**src/rtl/ftdi_tx_frame_source.sv**
```systemverilog
// ftdi_tx_frame_source: framed 32-bit test traffic (header, counting payload, XOR checksum)
// on a valid/ready stream for the FT601 write path.
module ftdi_tx_frame_source #(
  parameter int          PAYLOAD_WORDS = 255,
  parameter int          GAP_CYCLES    = 4,
  parameter logic [15:0] HEADER_MAGIC  = 16'hA5A5
) (
  input  logic        i_ftdi_clk,
  input  logic        i_reset,
  input  logic        i_enable,
  input  logic        i_ready,
  output logic        o_valid,
  output logic [31:0] o_data,
  output logic [3:0]  o_be,
  output logic        o_last,
  output logic [15:0] o_frame_count,
  output logic        o_busy,
  output logic [2:0]  o_fsm
);
  typedef enum logic [2:0] {IDLE = 3'd0, HEADER = 3'd1, PAYLOAD = 3'd2, CHECKSUM = 3'd3, GAP = 3'd4} state_t;
  state_t      r_state;
  logic        r_valid;
  logic        r_last;
  logic [31:0] r_data;
  logic [31:0] r_pcnt;
  logic [31:0] r_csum;
  logic [15:0] r_idx;
  logic [7:0]  r_gap;
  logic [15:0] r_frame_count;
  logic [31:0] w_hdr;
  logic [31:0] w_pnext;
  assign w_hdr         = {HEADER_MAGIC, r_frame_count};
  assign w_pnext       = r_pcnt + 32'd1;
  assign o_valid       = r_valid;
  assign o_data        = r_data;
  assign o_be          = {4{r_valid}};
  assign o_last        = r_last;
  assign o_frame_count = r_frame_count;
  assign o_busy        = r_state != IDLE;
  assign o_fsm         = r_state;
  // o_valid is high in every state that can see i_ready, so i_ready alone marks a transfer there
  always_ff @(posedge i_ftdi_clk or posedge i_reset) begin
    if (i_reset) begin
      r_state       <= IDLE;
      r_valid       <= 1'b0;
      r_last        <= 1'b0;
      r_data        <= 32'd0;
      r_pcnt        <= 32'd0;
      r_csum        <= 32'd0;
      r_idx         <= 16'd0;
      r_gap         <= 8'd0;
      r_frame_count <= 16'd0;
    end else begin
      case (r_state)
        IDLE: if (i_enable) begin
          r_state <= HEADER;
          r_valid <= 1'b1;
          r_data  <= w_hdr;
          r_csum  <= w_hdr;
          r_last  <= 1'b0;
        end
        HEADER: if (i_ready) begin
          r_state <= PAYLOAD;
          r_data  <= r_pcnt;
          r_csum  <= r_csum ^ r_pcnt;
          r_idx   <= 16'd0;
        end
        PAYLOAD: if (i_ready) begin
          r_pcnt <= w_pnext;
          if (r_idx == 16'(PAYLOAD_WORDS - 1)) begin
            r_state <= CHECKSUM;
            r_data  <= r_csum;
            r_last  <= 1'b1;
          end else begin
            r_idx  <= r_idx + 16'd1;
            r_data <= w_pnext;
            r_csum <= r_csum ^ w_pnext;
          end
        end
        CHECKSUM: if (i_ready) begin
          r_frame_count <= r_frame_count + 16'd1;
          r_valid       <= 1'b0;
          r_last        <= 1'b0;
          r_data        <= 32'd0;
          r_gap         <= 8'd0;
          r_state       <= GAP_CYCLES > 0 ? GAP : IDLE;
        end
        GAP: begin
          r_gap <= r_gap + 8'd1;
          if (r_gap == 8'(GAP_CYCLES - 1)) r_state <= IDLE;
        end
        default: r_state <= IDLE;
      endcase
    end
  end
endmodule

```
**config.mk**
```make
export PLATFORM = sky130hd
export DESIGN_NAME = ftdi_tx_frame_source
export DESIGN_NICKNAME = d
export VERILOG_FILES = /design/src/rtl/ftdi_tx_frame_source.sv
export SDC_FILE = /design/constraint.sdc
export NUM_CORES = 1
export LEC_CHECK = 0
export CELL_PAD_IN_SITES_DETAIL_PLACEMENT = 0
export CELL_PAD_IN_SITES_GLOBAL_PLACEMENT = 2
export CORE_MARGIN = 10
export CORE_UTILIZATION = 34
export CTS_BUF_LIST = sky130_fd_sc_hd__clkbuf_8 sky130_fd_sc_hd__clkbuf_16
export CTS_CLUSTER_SIZE = 20
export DETAILED_ROUTE_END_ITERATION = 7
export HOLD_SLACK_MARGIN = 0.02
export PLACE_DENSITY = 0.87
export SLEW_MARGIN = 20
export SYNTH_ARGS = -nofsm -noshare
export SYNTH_HDL_FRONTEND = slang
export SYNTH_SLANG_ARGS = --single-unit
```
**constraint.sdc**
```tcl
create_clock -name i_ftdi_clk -period 5.12 [get_ports i_ftdi_clk]
set_input_delay 1.536 -clock i_ftdi_clk [delete_from_list [all_inputs] [get_ports i_ftdi_clk]]
set_output_delay 1.536 -clock i_ftdi_clk [all_outputs]
set_load 0.05 [all_outputs]
```
==> reports/metrics.sh <==
RESULT_OF_THE_RUN='complete, no violations'
INTERNAL-POWER_uW=2770
MOST-COMMON-LAYOUT-CELLS='141 x sky130_fd_sc_hd__dfrtp_1, 88 x sky130_fd_sc_hd__nand2_1, 74 x sky130_fd_sc_hd__nor2_1'
TOTALWIRELENGTH_UM=25100
FP.DIEH_UM=176
CORE.ROWCOUNT=57
UNREPAIRED_SETUP_ENDPOINTS_AFTER_GLOBAL_ROUTING='false'
IRDROPWORSTVDD_mV=0.239
NETLIST_AREA_MM2=0.00830
TOP_SIGNAL_LAYER_USED='met4'
TIMING.CRITICAL_PATH.FROM_TYPE='flop'
HOLD_PATH.CLASS='flop to flop'
HPWLAFTERDP_UM=16400
TIMING.FMAX_MHz=257
NUMNETS_FINAL=949
PATH_MAX_FANOUT=14
PLACE_AREA_MM2=0.00910
CLK_PIN_SLEW_NS=0.06
FINAL_UTIL=0.400
POWER_SWITCHING_uW=2470
INITIAL_CORE_UTIL=0.343
POSTCTSSETUPREPAIRBUFS=0
POST_SYNTH_INST_COUNT=920
SHARE_SEQ_OF_TOTAL_POWER=0.296
CTS_MAX_PATH_BUFFERS=2
POWER.SHARE.COMBINATIONAL=0.474
MET3ROUTEDLENGTH_UM=1330
DETAIL-ROUTE-ANTENNA-NETS=0
VIAS_IN_THE_FIRST_GLOBAL_ROUTE=6916
CRIT-REG2REG-CAPTURE='r_csum[12]'
STDCELL_AREA_MM2=0.00967
ROUTABILITYCONGESTION=0.802
GRT_ANTENNA_BEFORE_REPAIR=0
FP.DIEAREA_MM2=0.0311
OVERFLOW=0
P_PER_AREA_mW_PER_MM2=542
GLOBAL_ROUTE_WIRE_LENGTH_BEFORE_REPAIR_UM=40300
SETUP_VIOL=0
IO_PINS=62
YS_SEQ_ELEMENTS=141
WORST_CLOCK_SKEW_NS=0.00951
WORST_EP_REQUIRED_TIME_NS=3.58
PLACEMENT.IO_BUFFERS=61
CTS-RESIZED-GATES=0
CTS_MADE_BUFFERS=17
CLOCK-SINKS=141
LAYOUT_WORST_PATH_CYCLE_SHARE=0.760
TIMING.SETUP.TNS_NS=0
NUMBER_OF_PLACED_INSTANCES_WITH_TAPS_INCLUDED=1245
FINAL-HOLD-VIOLATION-COUNT=0
TIGHTEST_SLEW_NS=0.989
WHS_ENDPOINT='r_gap[7]'
YS_DOMINANT_REG_CELL='sky130_fd_sc_hd__dfrtp_1'
HTREEDEPTH=4
WORST-R2R-CELL-COUNT=7
FIRST_ITER_VIOLATIONS=613
SW_FRAC_OF_TOTAL=0.471
FINAL_PERIOD_MINUS_WORST_SETUP_SLACK_NS=3.89
COMMONEST_NON_FILL_NON_TAP_CELL_IN_THE_LAYOUT='sky130_fd_sc_hd__dfrtp_1'
FINAL_LAYOUT_SIZE_SUFFIX_GT1_FRAC=0.0818
GLOBALROUTETOTALUTIL=0.164
TRITONCTS='done'
FIN_TOTAL_PWR_uW=5240
AVGROUTEDWIREPERCELL_UM=19.6
CTS_HOLD_REPAIR.BUFFERS=0
SYNTH_FP_NETS=929
WORSTSETUPPATHTYPE='flop to primary output'
MAXSLEWHEADROOM=0.339
DRC=0
DR_TOTAL_VIAS=7007
PIN_COUNT_OF_THE_BIGGEST_NET_ENTERING_GLOBAL_ROUTING=56
MAX-CAP-VIOLATIONS=0
CELLLEAKAGEPOWER_uW=0.00381
CLK-INSERTION-DELAY-LATE_NS=0.43
HOLD_PATH_DEPTH=1
WORST_EP_ARRIVAL_TIME_NS=2.36
R2R_SLACK_NS=1.96
HP-START='r_gap[7]'
WL_MET1_UM=11700
FILLERS=2398
SYNTH_ENABLE_FLOP_CELLS=0
POWER_FRAC_CLOCK=0.230
TIMING_MAX_TRANSITION_VIOLATIONS_FINAL=0
DESIGN.CORE.AREA_MM2=0.0242
SEQ_TOTAL_AREA_YOSYS=0.425
DRT-VIAS-PER-INSTANCE=5.49
MET2_LENGTH_UM=11500
CRITICAL_PATH.REG2REG.STARTPOINT='r_pcnt[0]'
SYNTH_CELL_TYPE_COUNT=67
FIN_CELLS=1277
NUM_ANTENNA_CELLS=0
AREA.GROWTH.SYNTH_TO_FINAL_PCT=16.5
CP-END-KIND='primary output'
DIE_W_UM=176
DRT_FIRST_PASS_ITERS=5
YS_ASYNC_SR_FRACTION=1.00
CTS_ROOT_BUF='sky130_fd_sc_hd__clkbuf_16'
YS_WARN_COUNT=0
SYNTHESIS.AREA_PER_INSTANCE_UM2=9.02
## area by class of cell
| cell class | count | area (um2) | share of cell area |
|---|---|---|---|
| clock buffers | 20 | 467 | 0.0483 |
| flip-flops and latches | 141 | 3530 | 0.365 |
| clock inverters | 12 | 98.8 | 0.0102 |
| inverters | 16 | 63.8 | 0.00660 |
| repair buffers | 80 | 778 | 0.0805 |
| well taps | 324 | 405 | 0.0419 |
| multi-input cells | 684 | 4330 | 0.448 |
## state kept, by name, indices dropped and copies added, names as in the netlist
| register | cells |
|---|---|
| o_last | 1 |
| r_pcnt | 32 |
| r_idx | 16 |
| o_valid | 1 |
| r_gap | 8 |
| r_csum | 32 |
| o_frame_count | 16 |
| o_data | 32 |
| o_fsm | 3 |
## cells in the mapped netlist, types with 5 or more instances
master	n	share of area
sky130_fd_sc_hd__buf_2	35	0.021
sky130_fd_sc_hd__clkbuf_1	31	0.014
sky130_fd_sc_hd__a31oi_1	12	0.0090
sky130_fd_sc_hd__inv_1	14	0.0063
sky130_fd_sc_hd__or3_1	33	0.025
sky130_fd_sc_hd__ha_1	5	0.0075
sky130_fd_sc_hd__xor2_1	46	0.049
sky130_fd_sc_hd__and4_1	8	0.0084
sky130_fd_sc_hd__o21ai_1	6	0.0036
sky130_fd_sc_hd__a221o_1	6	0.0072
sky130_fd_sc_hd__nor4_2	11	0.017
sky130_fd_sc_hd__nand2_1	88	0.040
sky130_fd_sc_hd__xnor2_1	65	0.069
sky130_fd_sc_hd__and3_1	9	0.0068
sky130_fd_sc_hd__dfrtp_1	141	0.43
sky130_fd_sc_hd__o21ai_0	59	0.036
sky130_fd_sc_hd__nand3_1	51	0.031
sky130_fd_sc_hd__a21oi_1	45	0.027
sky130_fd_sc_hd__a221oi_1	15	0.016
sky130_fd_sc_hd__a22oi_1	13	0.012
sky130_fd_sc_hd__nand3b_1	5	0.0045
sky130_fd_sc_hd__nor2_1	76	0.034
sky130_fd_sc_hd__nand4_1	26	0.020
sky130_fd_sc_hd__nor4_1	10	0.0075
sky130_fd_sc_hd__nor3_1	35	0.021
sky130_fd_sc_hd__buf_4	8	0.0072
## through the flow
step | hold WS [ns] | setup slack, ns
floorplan | 0.441 | 1.82
global placement | 0.469 | 1.05
detailed placement | 0.471 | 1.01
CTS | 0.480 | 1.21
global route | 0.503 | 1.09
finish | 0.482 | 1.23
## cells by family after synthesis
kind of cell,after synthesis,share of synthesized area
compound gates,183,0.138
xor+xnor,111,0.117
fa+ha+maj,5,0.00754
buf+inv,95,0.0556
flops,141,0.425
mux,4,0.00483
simple gates,381,0.252
## per-layer routing
metal | up-vias | global-route usage
met5 | - | 0
met4 | 0 | 0.0512
met3 | 31 | 0.0350
met2 | 169 | 0.256
met1 | 3482 | 0.223
li1 | 3325 | -
## power groups by stage
stage	combinational [uW]	sequential, uW	clock (uW)
2_1_floorplan	1230	1950	0
3_3_place_gp	2480	1570	0
3_5_place_dp	2480	1570	0
4_1_cts	2490	1550	1220
5_1_grt	2680	1590	1280
6_report	2480	1550	1200
## worst max path at each step
stage | from | end | slack [ns] | cells past startpoint
CTS | o_fsm[2] | o_busy | 1.21 | 3
global route | o_fsm[2] | o_busy | 1.09 | 3
floorplan | i_reset | o_data[0] | 1.82 | 1
global placement | i_enable | o_data[1] | 1.05 | 8
finish | o_fsm[2] | o_busy | 1.23 | 3
detailed placement | i_enable | o_data[19] | 1.01 | 8
## critical path, stage by stage, from the launching register on
cell and delay [ns]:
sky130_fd_sc_hd__dfrtp_1 0.71, sky130_fd_sc_hd__inv_2 0.21, sky130_fd_sc_hd__nand2_1 0.17, sky130_fd_sc_hd__clkdlybuf4s50_1 0.84
No activity file was read; power rests on OpenSTA's default activity.
